<file path="src/rtl/load64_stream.sv">
// Byte-serial to 64-bit lane packer feeding the Keccak absorb stage.
// Bytes are packed little-endian; each finished lane carries its index inside the sponge rate.
module load64_stream #(
    parameter int BW_DATA    = 64,
    parameter int RATE_LANES = 21
) (
    input  logic               i_clk,
    input  logic               i_rst,
    input  logic [7:0]         i_byte,
    input  logic               i_byte_valid,
    input  logic               i_byte_last,
    output logic               o_byte_ready,
    output logic [BW_DATA-1:0] o_lane,
    output logic               o_lane_valid,
    input  logic               i_lane_ready,
    output logic [4:0]         o_lane_idx,
    output logic [3:0]         o_lane_nbytes,
    output logic               o_lane_last,
    output logic               o_block_end
);

    localparam logic [4:0] LAST_IDX = 5'(RATE_LANES - 1);

    typedef enum logic {
        FILL = 1'b0,
        HOLD = 1'b1
    } state_t;

    state_t             state;
    logic [2:0]         bcnt;
    logic [BW_DATA-1:0] lane_buf;
    logic [4:0]         lane_idx;
    logic [3:0]         lane_nbytes;
    logic               lane_last;
    logic               lane_valid;

    // The packing buffer doubles as the registered lane output, so HOLD keeps it stable for free.
    always_ff @(posedge i_clk) begin
        if (i_rst) begin
            state       <= FILL;
            bcnt        <= 3'd0;
            lane_buf    <= '0;
            lane_idx    <= 5'd0;
            lane_nbytes <= 4'd0;
            lane_last   <= 1'b0;
            lane_valid  <= 1'b0;
        end else begin
            case (state)
                FILL: begin
                    if (i_byte_valid) begin
                        lane_buf[{bcnt, 3'b000} +: 8] <= i_byte;
                        if (bcnt == 3'd7 || i_byte_last) begin
                            state       <= HOLD;
                            lane_valid  <= 1'b1;
                            lane_nbytes <= {1'b0, bcnt} + 4'd1;
                            lane_last   <= i_byte_last;
                        end else begin
                            bcnt <= bcnt + 3'd1;
                        end
                    end
                end
                HOLD: begin
                    if (i_lane_ready) begin
                        state      <= FILL;
                        lane_valid <= 1'b0;
                        lane_buf   <= '0;
                        bcnt       <= 3'd0;
                        // A finished message always restarts at the head of a fresh rate block.
                        if (lane_last || lane_idx == LAST_IDX) begin
                            lane_idx <= 5'd0;
                        end else begin
                            lane_idx <= lane_idx + 5'd1;
                        end
                    end
                end
                default: state <= FILL;
            endcase
        end
    end

    assign o_byte_ready  = (state == FILL);
    assign o_lane        = lane_buf;
    assign o_lane_valid  = lane_valid;
    assign o_lane_idx    = lane_idx;
    assign o_lane_nbytes = lane_nbytes;
    assign o_lane_last   = lane_last;
    assign o_block_end   = (lane_idx == LAST_IDX);

endmodule

</file>
<file path="config.mk">
export PLATFORM = sky130hd
export DESIGN_NAME = load64_stream
export DESIGN_NICKNAME = d
export VERILOG_FILES = /design/src/rtl/load64_stream.sv
export SDC_FILE = /design/constraint.sdc
export NUM_CORES = 1
export LEC_CHECK = 0
export CAP_MARGIN = 20
export CORE_MARGIN = 2
export CORE_UTILIZATION = 54
export DETAILED_ROUTE_END_ITERATION = 10
export PLACE_DENSITY = 0.86
export SLEW_MARGIN = 20
export SYNTH_ARGS = -nofsm -noshare
export SYNTH_HDL_FRONTEND = slang
export SYNTH_SLANG_ARGS = --single-unit
export TNS_END_PERCENT = 100
</file>
<file path="constraint.sdc">
create_clock -name i_clk -period 4.2 [get_ports i_clk]
set_input_delay 1.26 -clock i_clk [delete_from_list [all_inputs] [get_ports i_clk]]
set_output_delay 1.26 -clock i_clk [all_outputs]
set_load 0.005 [all_outputs]
</file>
Word-level counts from Yosys, hierarchy flattened:

Cells that the tools add are included.

* latch bits: 0
* ROM bits: 0
* register bits after elaboration: 79
* memories kept: 0
* bits in writable memories: 0

* $mul: 0
* div/mod/pow operators: 0
* shifts and indexed selects: 2
* equal/unequal tests: 6
* multiplexer cells: 17
* $add $sub $neg: 4
* reductions and logical operators: 7
* order comparisons: 0
* bitwise logic cells: 1

Operators with widths (count)
* $mux 64: 2
* $pmux 64 s2: 1
* $bwmux 64: 1
* $shift 8x8->64 const A: 1
* $shiftx 8x8->64: 1
* $mux 3: 3
* $reduce_and 3->1: 3
* $neg 6->8: 1
* $mux 1: 6
* $ne 2x2->1 const B: 3
* $pmux 3 s2: 1
* $add 5x1->5 const B: 1
* $eq 5x5->1 const B: 1
* $mux 5: 1
* $add 3x1->4 const B: 1
* $pmux 1 s2: 2
* $reduce_and 2->1: 2
* $add 3x1->3 const B: 1
* $eq 3x3->1 const B: 1
* $logic_or 1x1->1: 2
* $ne 2x1->1 const B: 1
* $not 1->1: 1

Longest topological paths before layout:

Gate-level depths: netlist (run 1).

* word-level depth: 5
* mapped depth: 10
* mapped depth without buffers: 6

Worst setup path after synthesis (run 1):

OpenSTA, ideal clock, no wires.

* path kind: reg-to-reg
* start point: register bcnt[0]
* end point: register lane_buf[40] (netlist: o_lane[40])
* buffers on the path: 4
* arrival time: 2258 ps
* cell stages (with the launch flop): 11
* library setup time: 130 ps
* path slack: 1811 ps
* required time: 4070 ps
* cell sequence: dfxtp_1 buf_2 buf_2 inv_1 ha_1 ha_1 buf_4 buf_2 nand4bb_1 o21ai_0 o32ai_1

* word-level cells in the longest chain between the ends: 5
* elaborated cells on any way between the ends: 6

Ends and longest elaborated chain
* start: declaration: line 30 `logic [2:0] bcnt;`
* start signal: assignment: line 58 `bcnt <= bcnt + 3'd1;`
* $neg 6->8 *: line 51 `lane_buf[{bcnt, 3'b000} +: 8] <= i_byte;`
* $shiftx 8x8->64 or $shift 8x8->64 (tied branches): line 51
* $bwmux 64 *: line 51
* $mux 64 *: line 50 `if (i_byte_valid) begin`
* $pmux 64 s2 *: line 48 `case (state)`
* end signal: indexed assignment: line 51
* end: declaration: line 31 `logic [BW_DATA-1:0] lane_buf;`

Mark *: on every way between the ends. The rest lies on a longest branch, timed or not. The select of a mux whose other input is x is not followed.
A chain may end at the register's enable or synchronous reset.

==> qor.csv, run 1 <==
stage,metric,value,unit
status,outcome,"finished, final reports clean",
timing,tns,0,ns
die,rows,30,
die,die_w,89.01,µm
timing,finalWorstSetupSlack,0.9470,ns
clock_tree,cts-resized-gates,0,
hold_path,hold_start,o_lane[8]$_SDFFE_PP0P_,
yosys,yosys_register_bits,79,
die,start_util,0.5650,
timing,finClkSkew,0.007847,ns
clock_tree,htreeDepth,3,
detailed_routing,wire_per_inst,18.24,µm
detailed_routing,ant_nets,0,
critical_path,cpPeakStageDelay,0.87,ns
yosys,netlist_area,3902,µm²
critical_path,endpoint_kind,flop,
final_layout,nets,505,
critical_path,ff2ff_setup_slack,1.34,ns
clock_tree,cts_tree,built,
timing,fin_crit,3.253,ns
detailed_routing,drc_errors,0,
yosys,yosysMostFrequentCell,dfxtp_1,
global_routing,grt_pass1_wl,16860,µm
critical_path,rr_worst_depth,6,
hold_path,holdPathEnd,o_lane[8]$_SDFFE_PP0P_,
clock_tree,cts_setup_buffers,0,
power_and_ir_drop,p_per_area,313.1,nW/µm²
final_layout,layout-drive-gt1-share,0.07992,
global_routing,antenna_found_initial,0,
yosys,synth-seq-area-share,0.4053,
timing,hold_viol_final,0,
critical_path,arrival,3.49,ns
yosys,synth-edff-count,0,
clock_tree,clkSlewWorstSetupHoldPaths,0.08,ns
clock_tree,clk_path_buf_depth,2,
die,die_area,7923,µm²
timing,drv_slew,0,
global_routing,grt_max_degree,51,
power_and_ir_drop,p_leak,1.711,nW
yosys,yosys.area.top_type,dfxtp_1,
yosys,synth_top_area_frac,0.4053,
yosys,synth-main-ff-cell,dfxtp_1,
detailed_routing,drt-vias-per-instance,6.200,
die,die_h,89.01,µm
critical_path,critPathLaunchType,input pin,
yosys,yosysUniqueCellTypes,57,
timing,max_slew.worst_pin.slew,1.028,ns
timing,period_share,0.7745,
critical_path,critPathMaxFanout,50,
yosys,synthesis.nets,438,
critical_path,path_cells,clkdlybuf4s50_1 -> inv_2 -> nand2_1 -> o32ai_1,
clock_tree,clock-root-buffer,clkbuf_8,
placed_design,portBuffers,89,
global_routing,grt_usage,0.2742,
critical_path,critical_path.top_delay_family,buffers and inverters,
timing,max-slew-margin-rel,0.3112,
clock_tree,cts_sinks,79,
placed_design,detailed_place_hpwl,7335,µm
critical_path,critPathBufInv,2,
detailed_routing,vias,3621,
yosys,syn_avg_cell_area,9.381,µm²
timing,setup_viol,0,
critical_path,rr_endpoint,o_lane[21]$_SDFFE_PP0P_,
global_routing,grt_overflow,0,
final_layout,fin_area,4966,µm²
final_layout,final_util,0.7190,
clock_tree,cts_buffers,9,
yosys,synth_cells,416,
placed_design,place.gp.congestion,0.8064,
critical_path,rr_startpoint,bcnt[1]$_SDFFE_PP0P_,
die,io_pins,90,
yosys,synthTopCellsByCount,"dfxtp_1 (79), nand2_1 (53), mux2i_1 (40)",
clock_tree,clk_latency,0.36,ns
job,cap_violations,0,
yosys,synthArstFlopShare,0,
power_and_ir_drop,peakVddDrop,177.3,µV
critical_path,crit_slowest_cell,clkdlybuf4s50_1,
die,fp.coreArea,6907,µm²
critical_path,path_class,input pin to flop,
global_routing,grt_pass1_vias,3431,
timing,rsz0062_at_grt,no,
detailed_routing,drt_first_pass_iters,5,
placed_design,place_ws,0.6559,ns
hold_path,hold_depth,2,
placed_design,place_area,4761,µm²
timing,max_freq,0.3074,GHz
final_layout,antenna_cells,0,
clock_tree,ctsHoldBuffers,0,
final_layout,fillers,537,
yosys,synthTopCellsByArea,"dfxtp_1 (41%), mux2i_1 (10%), nand2_1 (5.1%), nand4_1 (5.0%), nand3_1 (3.7%)",
final_layout,syn_to_final_growth,27.25,%
hold_path,worst_hold_path_type,flop to flop,
detailed_routing,drt-total-wl,10650,µm
critical_path,worstPathRequired,4.44,ns
yosys,yosysWarningCount,0,
detailed_routing,first_iter_violations,265,
-- worst max path at each step --
| stage | start | endpoint | slack, ns | depth (start not counted) |
|---|---|---|---|---|
| 5_1_grt | i_rst | o_lane[42]$_SDFFE_PP0P_ | 0.82 | 4 |
| 3_5_place_dp | i_rst | o_lane[41]$_SDFFE_PP0P_ | 0.66 | 4 |
| 2_1_floorplan | bcnt[0]$_SDFFE_PP0P_ | o_lane[40]$_SDFFE_PP0P_ | 1.81 | 10 |
| 6_report | i_rst | o_lane[41]$_SDFFE_PP0P_ | 0.95 | 4 |
| 4_1_cts | i_rst | o_lane[41]$_SDFFE_PP0P_ | 0.98 | 4 |
| 3_3_place_gp | i_rst | o_lane[1]$_SDFFE_PP0P_ | 0.84 | 4 |
-- tightest hold or removal path: cells and delay by family (launching register included) --
kind               cells  cell delay [ns]
and+or+nand+nor        1             0.06
DFF                    1             0.32
AOI/OAI and AO/OA      1             0.05
-- cells by family after synthesis --
| logic type | count (synthesis) | synth area share |
|---|---|---|
| DFF | 79 | 0.4053 |
| and+or+nand+nor | 158 | 0.2360 |
| buffers and inverters | 56 | 0.06637 |
| xor gates and xnor gates | 2 | 0.004489 |
| adders and majority gates | 9 | 0.02886 |
| muxes | 40 | 0.1026 |
| AOI/OAI and AO/OA | 72 | 0.1565 |
-- registers in the layout, summed over array words and instances, names as in the netlist --
signal         flops
bcnt               3
o_lane            64
o_lane_idx         5
o_lane_last        1
o_lane_nbytes      4
o_lane_valid       1
state              1
-- per-layer routing --
layer | wire length [µm] | vias up | share of wire | track usage
li1 | - | 1674 | - | -
met1 | 4515 | 1745 | 0.42 | 0.3694
met2 | 5160 | 177 | 0.48 | 0.4322
met3 | 737 | 25 | 0.069 | 0.04986
met4 | 240 | 0 | 0.023 | 0.1208
met5 | 0 | - | 0 | 0
-- cell usage in the layout, fill, tap and decap left out, types with 5 or more instances in the layout --
cell type        synthesis  routed
nor4b_1                  5       5
nor2b_1                  6       6
dfxtp_1                 79      79
o311ai_1                 6       6
a21oi_1                 18      18
clkbuf_8                 0       9
inv_1                   17      17
o21ai_0                  7       7
nand4_1                 31      31
ha_1                     9       9
o31ai_1                  5       5
nand3_1                 29      29
nand2_1                 53      53
clkdlybuf4s50_1          0      89
mux2i_1                 40      40
o32ai_1                  9       9
o2111ai_1               10      10
-- area by class of cell --
class                      count  area, µm²  area share
multi-input combinational    281       2067      0.4162
sequential                    79       1582      0.3185
timing repair buffer          93      920.9      0.1854
clock buffer                  12      135.1     0.02721
tap                           96      120.1     0.02419
inverter                      19      71.32     0.01436
clock inverter                 4      70.07     0.01411
-- per-stage QoR --
stage	power (mW)	hold WS [ns]	std cells
global placement	0.9626	0.4465	568
detailed placement	0.9674	0.4494	568
CTS	1.554	0.4597	584
global route	1.603	0.4802	584
finish	1.555	0.4642	584
floorplan	0.9098	0.4447	416
-- power breakdown --
part | internal (mW) | total, mW | switching, mW
clock network | 0.334 | 0.599 | 0.266
logic | 0.0664 | 0.186 | 0.120
registers | 0.759 | 0.770 | 0.0109
total | 1.16 | 1.56 | 0.396
No activity file was read; power rests on OpenSTA's default activity.
==> run 2, diff against run 1 <==
- CORE_UTILIZATION: 54 -> 50
- PLACE_DENSITY: 0.86 -> 0.81
- clock period: 4.2 -> 3.2 ns (I/O delays scaled with it)
==> run 2 against run 1 <==
Largest power group unchanged; critical endpoint is now o_block_end; core utilization is 5.6 points lower; combinational power is 35% higher; sequential share of layout area is 0.66 points lower; routed wire length is 3.1% lower.
==> qor.csv, run 2 (synthesized netlist as in run 1, its figures left out) <==
stage,metric,value,unit,change
global_routing,grt_overflow,0,,unchanged
final_layout,final_common_cell,clkdlybuf4s50_1,,
final_layout,syn_to_final_growth,29.95,%,
global_routing,grt_pass1_wl,16280,µm,-3.4%
final_layout,fin_area,5071,µm²,+2.1%
final_layout,layout-drive-gt1-share,0.09533,,+0.01542
hold_path,hold_start,o_lane[21]$_SDFFE_PP0P_,,
hold_path,hold_depth,2,,unchanged
critical_path,worstPathRequired,2.24,ns,-2.20 ns
final_layout,fillers,609,,+13%
die,die_w,92.35,µm,+3.7%
timing,rsz0062_at_grt,no,,
timing,drv_slew,0,,unchanged
critical_path,endpoint_kind,primary output,,
detailed_routing,drc_errors,0,,unchanged
final_layout,mostFrequentLayoutCells,"clkdlybuf4s50_1 (89), dfxtp_1 (79), nand2_1 (53)",,
timing,period_share,0.8279,,
placed_design,place_area,4813,µm²,+1.1%
die,rows,32,,+6.7%
timing,max_slew.worst_pin.slew,0.9886,ns,-0.03909 ns
clock_tree,cts_tree,built,,
critical_path,critPathLaunchType,flop,,
die,die_h,92.35,µm,+3.7%
timing,max_freq,0.3775,GHz,
critical_path,rr_worst_depth,6,,unchanged
timing,fin_crit,2.649,ns,
clock_tree,ctsHoldBuffers,0,,unchanged
critical_path,arrival,1.69,ns,-1.80 ns
clock_tree,cts_buffers,9,,unchanged
placed_design,detailed_place_hpwl,7299,µm,-0.49%
placed_design,place.gp.congestion,0.8920,,+11%
die,die_area,8528,µm²,+7.6%
final_layout,largest_reg_flops,64,,unchanged
die,io_pins,90,,unchanged
hold_path,worst_hold_path_type,flop to flop,,
global_routing,antenna_found_initial,0,,unchanged
timing,tns,0,ns,unchanged
critical_path,critPathMaxFanout,5,,-90%
detailed_routing,vias,3500,,-3.3%
timing,hold_viol_final,0,,unchanged
critical_path,rr_endpoint,o_lane[23]$_SDFFE_PP0P_,,
critical_path,ff2ff_setup_slack,0.57,ns,-0.77 ns
clock_tree,cts_setup_buffers,0,,unchanged
final_layout,antenna_cells,0,,unchanged
power_and_ir_drop,p_per_area,436.7,nW/µm²,+39%
clock_tree,clk_latency,0.35,ns,about the same
clock_tree,cts-resized-gates,0,,unchanged
detailed_routing,drt-total-wl,10320,µm,-3.1%
global_routing,grt_usage,0.2430,,-0.03120
power_and_ir_drop,peakVddDrop,251.5,µV,+42%
placed_design,portBuffers,89,,unchanged
job,cap_violations,0,,unchanged
timing,finClkSkew,0.007779,ns,-0.00006831 ns
clock_tree,clock-root-buffer,clkbuf_8,,
status,outcome,"finished, final reports clean",,
global_routing,grt_pass1_vias,3207,,-6.5%
detailed_routing,drt_first_pass_iters,4,,-1
power_and_ir_drop,p_leak,1.766,nW,+3.2%
global_routing,grt_max_degree,51,,unchanged
detailed_routing,first_iter_violations,199,,-25%
detailed_routing,drt-vias-per-instance,5.882,,-5.1%
clock_tree,clk_path_buf_depth,2,,unchanged
detailed_routing,ant_nets,0,,unchanged
die,start_util,0.5103,,-0.05473
final_layout,nets,511,,+1.2%
timing,max-slew-margin-rel,0.3373,,+0.02620
hold_path,holdPathEnd,o_lane[21]$_SDFFE_PP0P_,,
detailed_routing,wire_per_inst,17.35,µm,-4.9%
clock_tree,cts_sinks,79,,unchanged
critical_path,path_class,flop to primary output,,
clock_tree,clkSlewWorstSetupHoldPaths,0.08,ns,about the same
timing,setup_viol,0,,unchanged
critical_path,rr_startpoint,bcnt[1]$_SDFFE_PP0P_,,
clock_tree,htreeDepth,3,,unchanged
power_and_ir_drop,total_power,2.215,mW,+42%
die,fp.coreArea,7647,µm²,+11%
==> run 2: cell types whose count changed in the layout (fill, tap and decap cells not counted), sizes merged <==
cell and delta:
buf +6, clkbuf -3, bufinv +2
==> run 2: report_power, final <==
| group | internal (mW) | switching, mW | leakage [nW] |
|---|---|---|---|
| logic | 0.0920 | 0.160 | 0.998 |
| clock network | 0.593 | 0.365 | 0.129 |
| registers | 0.996 | 0.00978 | 0.638 |
| total | 1.68 | 0.534 | 1.77 |
==> run 2: layout make-up <==
| class | instances | area, µm² | share of cell area |
|---|---|---|---|
| sequential | 79 | 1582 | 0.3119 |
| clock buffer | 9 | 123.9 | 0.02443 |
| inverter | 19 | 71.32 | 0.01406 |
| multi-input combinational | 281 | 2067 | 0.4076 |
| clock inverter | 6 | 133.9 | 0.02640 |
| tap | 102 | 127.6 | 0.02517 |
| timing repair buffer | 99 | 965.9 | 0.1905 |
==> run 2: through the flow <==
step / hold WS, ns / utilization / std cells / setup WS [ns]
after floorplan: 0.4447 / - / 416 / 0.8115
after global placement: 0.4457 / 0.6294 / 580 / 0.4728
after detailed placement: 0.4481 / 0.6294 / 580 / 0.3859
after CTS: 0.4620 / 0.6631 / 595 / 0.5328
after global routing: 0.4775 / 0.6631 / 595 / 0.3714
final: 0.4608 / 0.6631 / 595 / 0.5507
==> run 2: worst max-delay path by stage <==
| stage | cells past startpoint | from | to |
|---|---|---|---|
| finish | 4 | o_lane_idx[0]$_SDFFE_PP0P_ | o_block_end |
| global route | 6 | bcnt[1]$_SDFFE_PP0P_ | o_lane[23]$_SDFFE_PP0P_ |
| floorplan | 10 | bcnt[0]$_SDFFE_PP0P_ | o_lane[40]$_SDFFE_PP0P_ |
| CTS | 4 | o_lane_idx[0]$_SDFFE_PP0P_ | o_block_end |
| detailed placement | 4 | i_lane_ready | o_lane[13]$_SDFFE_PP0P_ |
| global placement | 4 | i_byte_valid | o_lane[0]$_SDFFE_PP0P_ |
==> run 2: per-layer routing <==
layer,vias to the layer above,part of all wire,GRT usage
li1,1687,-,-
met1,1647,0.45,0.3284
met2,148,0.46,0.3790
met3,18,0.062,0.04475
met4,0,0.020,0.1082
met5,-,0,0
==> run 2: worst max-delay path, cell delays in order, from the launching register on <==
cell and delay (ns):
dfxtp_1 0.43, inv_1 0.07, ha_1 0.19, and4b_1 0.20, clkdlybuf4s50_1 0.45
